**config.mk**
```make
export PLATFORM = sky130hd
export DESIGN_NAME = queen_stack_controller
export DESIGN_NICKNAME = d
export VERILOG_FILES = /design/src/rtl/queen_stack_controller.sv
export SDC_FILE = /design/constraint.sdc
export NUM_CORES = 1
export LEC_CHECK = 0
export BUFFER_PORTS_ARGS = -buffer_cell sky130_fd_sc_hd__buf_2
export CAP_MARGIN = 40
export CELL_PAD_IN_SITES_DETAIL_PLACEMENT = 0
export CELL_PAD_IN_SITES_GLOBAL_PLACEMENT = 2
export CORE_ASPECT_RATIO = 1.75
export CORE_MARGIN = 2
export CORE_UTILIZATION = 24
export CTS_BUF_LIST = sky130_fd_sc_hd__clkbuf_2 sky130_fd_sc_hd__clkbuf_4 sky130_fd_sc_hd__clkbuf_8
export DETAILED_ROUTE_END_ITERATION = 7
export PLACE_DENSITY_LB_ADDON = 0.25
export SYNTH_ARGS = -nofsm -noshare
export SYNTH_HDL_FRONTEND = slang
export SYNTH_SLANG_ARGS = --single-unit
```
**constraint.sdc**
```tcl
create_clock -name clk -period 2.73 [get_ports clk]
set_clock_uncertainty 0.15 [all_clocks]
set_input_delay 0.4095 -clock clk [delete_from_list [all_inputs] [get_ports clk]]
set_output_delay 0.4095 -clock clk [all_outputs]
set_load 0.005 [all_outputs]
```
**src/rtl/queen_stack_controller.sv**
```systemverilog
// queen_stack_controller
//   Sequences single push/pop requests from the 8-queen solver onto a
//   single-port synchronous stack RAM and reports completion/status.
// Ports:
//   clk, user_reset_n         : clock, asynchronous active-low reset
//   push, pop, push_data      : requests (sampled in IDLE only) and push entry
//   pop_data                  : registered popped entry
//   stack_ready               : one-cycle completion strobe per accepted request
//   underflow, overflow       : error strobes, coincident with stack_ready
//   empty, full, level        : stack occupancy
//   mem_addr, mem_wdata,
//   mem_we, mem_re, mem_rdata : stack RAM port (read data one cycle after mem_re)
module queen_stack_controller #(
  parameter int DATA_WIDTH = 3,
  parameter int DEPTH      = 8,
  parameter int ADDR_WIDTH = 3
) (
  input  logic                  clk,
  input  logic                  user_reset_n,
  input  logic                  push,
  input  logic                  pop,
  input  logic [DATA_WIDTH-1:0] push_data,
  output logic [DATA_WIDTH-1:0] pop_data,
  output logic                  stack_ready,
  output logic                  underflow,
  output logic                  overflow,
  output logic                  empty,
  output logic                  full,
  output logic [ADDR_WIDTH:0]   level,
  output logic [ADDR_WIDTH-1:0] mem_addr,
  output logic [DATA_WIDTH-1:0] mem_wdata,
  output logic                  mem_we,
  output logic                  mem_re,
  input  logic [DATA_WIDTH-1:0] mem_rdata
);

  localparam logic [2:0] S_IDLE      = 3'd0;
  localparam logic [2:0] S_WRITE     = 3'd1;
  localparam logic [2:0] S_READ      = 3'd2;
  localparam logic [2:0] S_READ_WAIT = 3'd3;
  localparam logic [2:0] S_DONE      = 3'd4;
  localparam logic [2:0] S_ERROR     = 3'd5;

  localparam logic [ADDR_WIDTH:0] LVL_FULL = (ADDR_WIDTH+1)'(DEPTH);

  logic [2:0]            state_q, state_d;
  logic [ADDR_WIDTH:0]   sp_q, sp_d;
  logic [DATA_WIDTH-1:0] wdata_q, wdata_d;
  logic [DATA_WIDTH-1:0] pop_data_q, pop_data_d;
  logic                  err_ovf_q, err_ovf_d;   // 1: ERROR came from a push

  logic                  full_w, empty_w;
  logic [ADDR_WIDTH-1:0] rd_addr;

  assign full_w  = (sp_q == LVL_FULL);
  assign empty_w = (sp_q == '0);
  // Top of stack sits one below sp; only used in READ where sp > 0.
  assign rd_addr = sp_q[ADDR_WIDTH-1:0] - ADDR_WIDTH'(1);

  always_comb begin
    state_d    = state_q;
    sp_d       = sp_q;
    wdata_d    = wdata_q;
    pop_data_d = pop_data_q;
    err_ovf_d  = err_ovf_q;
    case (state_q)
      S_IDLE: begin
        // Push has priority; a simultaneous pop is silently dropped.
        if (push) begin
          if (full_w) begin
            state_d   = S_ERROR;
            err_ovf_d = 1'b1;
          end else begin
            state_d = S_WRITE;
            wdata_d = push_data;
          end
        end else if (pop) begin
          if (empty_w) begin
            state_d   = S_ERROR;
            err_ovf_d = 1'b0;
          end else begin
            state_d = S_READ;
          end
        end
      end
      S_WRITE: begin
        sp_d    = sp_q + 1'b1;
        state_d = S_DONE;
      end
      S_READ: begin
        sp_d    = sp_q - 1'b1;
        state_d = S_READ_WAIT;
      end
      S_READ_WAIT: begin
        pop_data_d = mem_rdata;
        state_d    = S_DONE;
      end
      S_DONE:  state_d = S_IDLE;
      S_ERROR: state_d = S_IDLE;
      default: state_d = S_IDLE;
    endcase
  end

  always_ff @(posedge clk or negedge user_reset_n) begin
    if (!user_reset_n) begin
      state_q    <= S_IDLE;
      sp_q       <= '0;
      wdata_q    <= '0;
      pop_data_q <= '0;
      err_ovf_q  <= 1'b0;
    end else begin
      state_q    <= state_d;
      sp_q       <= sp_d;
      wdata_q    <= wdata_d;
      pop_data_q <= pop_data_d;
      err_ovf_q  <= err_ovf_d;
    end
  end

  // Outputs are decoded from registered state only.
  assign stack_ready = (state_q == S_DONE) || (state_q == S_ERROR);
  assign underflow   = (state_q == S_ERROR) && !err_ovf_q;
  assign overflow    = (state_q == S_ERROR) &&  err_ovf_q;
  assign mem_we      = (state_q == S_WRITE);
  assign mem_re      = (state_q == S_READ);
  assign mem_wdata   = (state_q == S_WRITE) ? wdata_q : '0;

  always_comb begin
    mem_addr = '0;
    if (state_q == S_WRITE)     mem_addr = sp_q[ADDR_WIDTH-1:0];
    else if (state_q == S_READ) mem_addr = rd_addr;
  end

  assign pop_data = pop_data_q;
  assign level    = sp_q;
  assign empty    = empty_w;
  assign full     = full_w;

endmodule
```
## Word-level counts from Yosys, hierarchy flattened

Index checks and enable logic that the tools add are counted.

- Output and inout port bits: 20
- Input port bits: 10
- Bits in registers: 14
- Logic and storage cells: 42

- Equal/unequal tests: 8
- Mux-type cells: 13
- Bitwise gates (word level): 1
- Reduce and logical (&&, ||, !) cells: 12
- $add $sub $neg: 3

Operator list:

| cell | count |
|---|---|
| $mux 3 | 7 |
| $pmux 3 s3 | 1 |
| $pmux 4 s2 | 1 |
| $eq 3x2->1 const B | 2 |
| $eq 3x3->1 const B | 2 |
| $reduce_bool 2->1 | 3 |
| $add 4x1->4 const B | 1 |
| $eq 4x4->1 const B | 1 |
| $logic_not 4->1 | 1 |
| $mux 1 | 4 |
| $reduce_and 4->1 | 1 |
| $sub 4x1->4 const B | 1 |
| $eq 3x1->1 const B | 1 |
| $logic_not 3->1 | 1 |
| $ne 3x3->1 const B | 1 |
| $reduce_and 3->1 | 1 |
| $sub 3x1->3 const B | 1 |
| $logic_and 1x1->1 | 2 |
| $ne 2x1->1 const B | 1 |
| $reduce_or 2->1 | 1 |
| $logic_not 1->1 | 1 |
| $logic_or 1x1->1 | 1 |
| $not 1->1 | 1 |

## Logic depth before layout (Yosys ltp)

- Depth in word-level cells: 5
- Mapped depth: 8
- Mapped depth without buffers: 6

## Least setup slack after synthesis

Ideal clock, no wire load.

- Path type: register to register
- Start point: register sp_q[1] (netlist: level[1])
- End point: register wdata_q[0]
- Path slack: 765 ps
- Library setup time: 127 ps
- Clock period less this slack: 1965 ps
- Data arrival time: 1688 ps
- Path buffers: 1
- Cell stages (with the launch flop): 8
- Required time: 2453 ps
- Cells stage by stage: dfrtp_1 clkbuf_1 inv_1 ha_1 nor2b_1 and2_1 nand3b_4 mux2_1

- Longest elaborated chain between the ends: 3

RTL lines:

| what | RTL line | RTL |
|---|---|---|
| start: declaration | 47 | `logic [ADDR_WIDTH:0] sp_q, sp_d;` |
| start signal: assignment | 113 | `sp_q <= sp_d;` |
| $eq 4x4->1 | 55 | `assign full_w = (sp_q == LVL_FULL);` |
| via full | 28 | `output logic full,` |
| $not 1->1 (no line) | - |  |
| $reduce_and 3->1 (no line) | - |  |
| end signal: assignment | 114 | `wdata_q <= wdata_d;` |
| end: declaration | 48 | `logic [DATA_WIDTH-1:0] wdata_q, wdata_d;` |

The timed path passes the listed nets, and every way through them passes these cells.
A chain may end at the register's enable or synchronous reset.

## Final worst setup path

- Start point: register state_q[1]
- End point: output port mem_addr[2]

- Longest elaborated chain between the ends: 3
- Elaborated cells on any way between the ends: 4
- Those cells by class: 2 x eq/ne; 2 x mux

RTL lines:

| what | RTL line | RTL |
|---|---|---|
| start: declaration | 46 | `logic [2:0] state_q, state_d;` |
| start signal: assignment | 112 | `state_q <= state_d;` |
| $eq 3x2->1 | 131 | `else if (state_q == S_READ) mem_addr = rd_addr;` |
| $mux 3 | 131 |  |
| $mux 3 * | 130 | `if (state_q == S_WRITE) mem_addr = sp_q[ADDR_WIDTH-1:0];` |
| end: declaration | 30 | `output logic [ADDR_WIDTH-1:0] mem_addr,` |

Every way passes the cells marked *; elsewhere a longest branch is shown, timed or not.

==> results.py <==
metrics = {
    "finish": {
        "fillCellCount": 362,
        "layout_common_cells": "29 x buf_2, 14 x dfrtp_1, 7 x nand2_1",
        "final_common_cell": "buf_2",
        "nets": 120,
        "syn_to_final_growth_pct": 28.1,
        "drive_gt1_frac": 0.402,
        "antenna_cells": 0,
        "final_cell_area_um2": 1060,
    },
    "sta": {
        "hold_violations": 0,
        "finalCritPeriodShare": 0.830,
        "final_max_slew_viol_count": 0,
        "finalSetupTns_ns": 0,
        "finalSetupViolations": 0,
        "slew_headroom": 0.684,
        "rsz0062_at_grt": "no",
        "period_minus_slack_ns": 2.27,
        "worstMarginPinSlew_ns": 0.473,
        "fmax_ghz": 0.441,
    },
    "die": {
        "pin_count": 30,
        "die_h_um": 81.8,
        "die_w_um": 48.4,
        "core_um2": 3330,
        "core.rowCount": 28,
        "dieArea_um2": 3960,
        "start_util": 0.249,
    },
    "synthesis": {
        "syn-cell-area_um2": 830,
        "avgSynthCellArea_um2": 10.8,
        "ys_ff_latch": 14,
        "ys_seq_area_frac": 0.422,
        "synth_cell_types": 35,
        "syn_nets": 89,
        "ys_warn_count": 0,
        "syn-instance-count": 77,
    },
    "detailed_routing": {
        "dr.pass1.iters": 3,
        "drtAntennaViolNets": 0,
        "drc": 0,
        "num_vias": 658,
        "drt_iter0_drc": 10,
        "drt-total-wl_mm": 1.89,
        "vias_per_cell": 4.33,
        "wl_per_cell_um": 12.4,
    },
    "clock_tree": {
        "htreeDepth": 1,
        "cts_tree": "done",
        "cts_buffer_depth": 2,
        "cts.repair.resized": 0,
        "cts_buffers": 3,
        "clk_pin_slew_ns": 0.07,
        "cts_setup_buffers": 0,
        "holdBufCountCts": 1,
        "cts-root-buf": "clkbuf_8",
        "clock-sinks": 14,
        "clkLatencyLatePin_ns": 0.25,
    },
    "global_routing": {
        "grt_pass1_wl_mm": 3.25,
        "track_usage": 0.110,
        "antenna_found_initial": 0,
        "grt_overflow_total": 0,
        "grt_pass1_vias": 672,
        "grt_max_degree": 15,
    },
    "critical_path": {
        "cp_max_fo": 8,
        "r2r_cells": 6,
        "critPathMaxStageDelay_ns": 0.55,
        "end_kind": "primary output",
        "critical_path_class": "reg2out",
        "r2r_slack_ns": 0.63,
        "worst_path_max_delay_cell": "or3b_1",
        "critical_path_arrival_ns": 1.71,
        "start_kind": "flip-flop",
        "r2r_end": "level[2]",
        "required_ns": 2.17,
        "rr_startpoint": "state_q[1]",
        "crit_chain": "or3b_1 -> nor2_1 -> o21ai_0 -> nand2_1 -> buf_2",
        "startpoint": "state_q[1]",
    },
    "outcome": {
        "status": "complete, no violations",
    },
    "pwr": {
        "p_int_w": 0.000735,
        "p_switching_w": 0.000479,
        "swShare": 0.394,
        "p_clk_frac": 0.173,
        "power_frac_comb": 0.453,
        "pwr_density_cell_nw_per_um2": 1140,
        "p_leak_nw": 0.535,
        "peakVddDrop_v": 0.000429,
        "power_frac_seq": 0.374,
    },
    "min_path": {
        "hold_depth": 2,
        "hold_path_end": "wdata_q[1]",
        "hold_class": "in2reg",
        "worstHoldStart": "push_data[1]",
    },
    "job": {
        "maxCapViolCount": 0,
    },
    "placed_design": {
        "place_area_um2": 997,
        "routabilityCongestion": 0.716,
        "hpwl_mm": 1.43,
        "port_buffers": 29,
    },
}
## state kept, by name, indices dropped and copies added (netlist names)
register,flops
wdata_q,3
state_q,3
pop_data,3
level,4
err_ovf_q,1
## cell type report
class	count	area, um^2	area share
Clock buffer	4	55.1	0.0518
Tap cell	45	56.3	0.0530
Multi-Input combinational cell	56	433	0.408
Sequential cell	14	350	0.330
Timing Repair Buffer	30	155	0.146
Inverter	3	12.5	0.0118
## power groups by stage
| stage | Combinational (W) | Sequential (W) | Clock [W] |
|---|---|---|---|
| floorplan | 0.000440 | 0.000399 | 0 |
| global placement | 0.000557 | 0.000455 | 0 |
| detailed placement | 0.000562 | 0.000460 | 0 |
| CTS | 0.000565 | 0.000456 | 0.000218 |
| global route | 0.000627 | 0.000478 | 0.000222 |
| finish | 0.000551 | 0.000454 | 0.000210 |
## routing by layer
metal,global-route usage,vias to the layer above,share of wire
met2,0.192,17,0.51
met4,0.0771,0,0.030
met1,0.124,311,0.42
li1,-,325,-
met3,0.0164,5,0.037
met5,0,-,0
## cell usage after synthesis (all sizes together)
master	count	area, um^2
xor2	1	8.76
buf	3	30.0
nand4	1	6.26
dfrtp	14	350
a21oi	3	15.0
o21ba	1	10.0
a211oi	1	7.51
o21ai	4	20.0
mux2	7	82.6
nand3	1	5.00
a31oi	1	6.26
nor3b	3	33.8
or3b	1	8.76
and2	4	25.0
o41ai	1	27.5
nor3	3	20.0
nand2	7	26.3
clkbuf	1	3.75
ha	2	25.0
xnor2	3	26.3
clkinv	1	5.00
and3	1	6.26
nor2	6	25.0
nand3b	2	27.5
o21a	1	7.51
inv	2	7.51
nor2b	2	12.5
## critical path, delay by kind of cell (launching register included)
family	cells	cell delay, ns
compound gates	1	0.09
buf+inv	1	0.10
flops	1	0.50
simple gates	3	0.76
## cells by family after synthesis
family / share of synthesized area
xor+xnor: 0.0422
mux: 0.0995
flops: 0.422
buf+inv: 0.0558
simple gates: 0.237
compound gates: 0.113
fa+ha+maj: 0.0302
## through the flow
| step | hold slack (ns) | instances | utilization | power, W | worst slack, ns |
|---|---|---|---|---|---|
| 2_1_floorplan | -0.0361 | 77 | - | 0.000839 | 0.765 |
| 3_3_place_gp | 0.185 | 147 | 0.300 | 0.00101 | 0.673 |
| 3_5_place_dp | 0.189 | 147 | 0.300 | 0.00102 | 0.635 |
| 4_1_cts | 0.223 | 152 | 0.319 | 0.00124 | 0.430 |
| 5_1_grt | 0.237 | 152 | 0.319 | 0.00133 | 0.307 |
| 6_report | 0.226 | 152 | 0.319 | 0.00121 | 0.463 |
## how the worst max path moves through the flow
| stage | to |
|---|---|
| 2_1_floorplan | wdata_q[0] |
| 3_3_place_gp | level[2] |
| 3_5_place_dp | level[2] |
| 4_1_cts | mem_addr[2] |
| 5_1_grt | empty |
| 6_report | mem_addr[2] |
(Power assumes the default switching activity.)
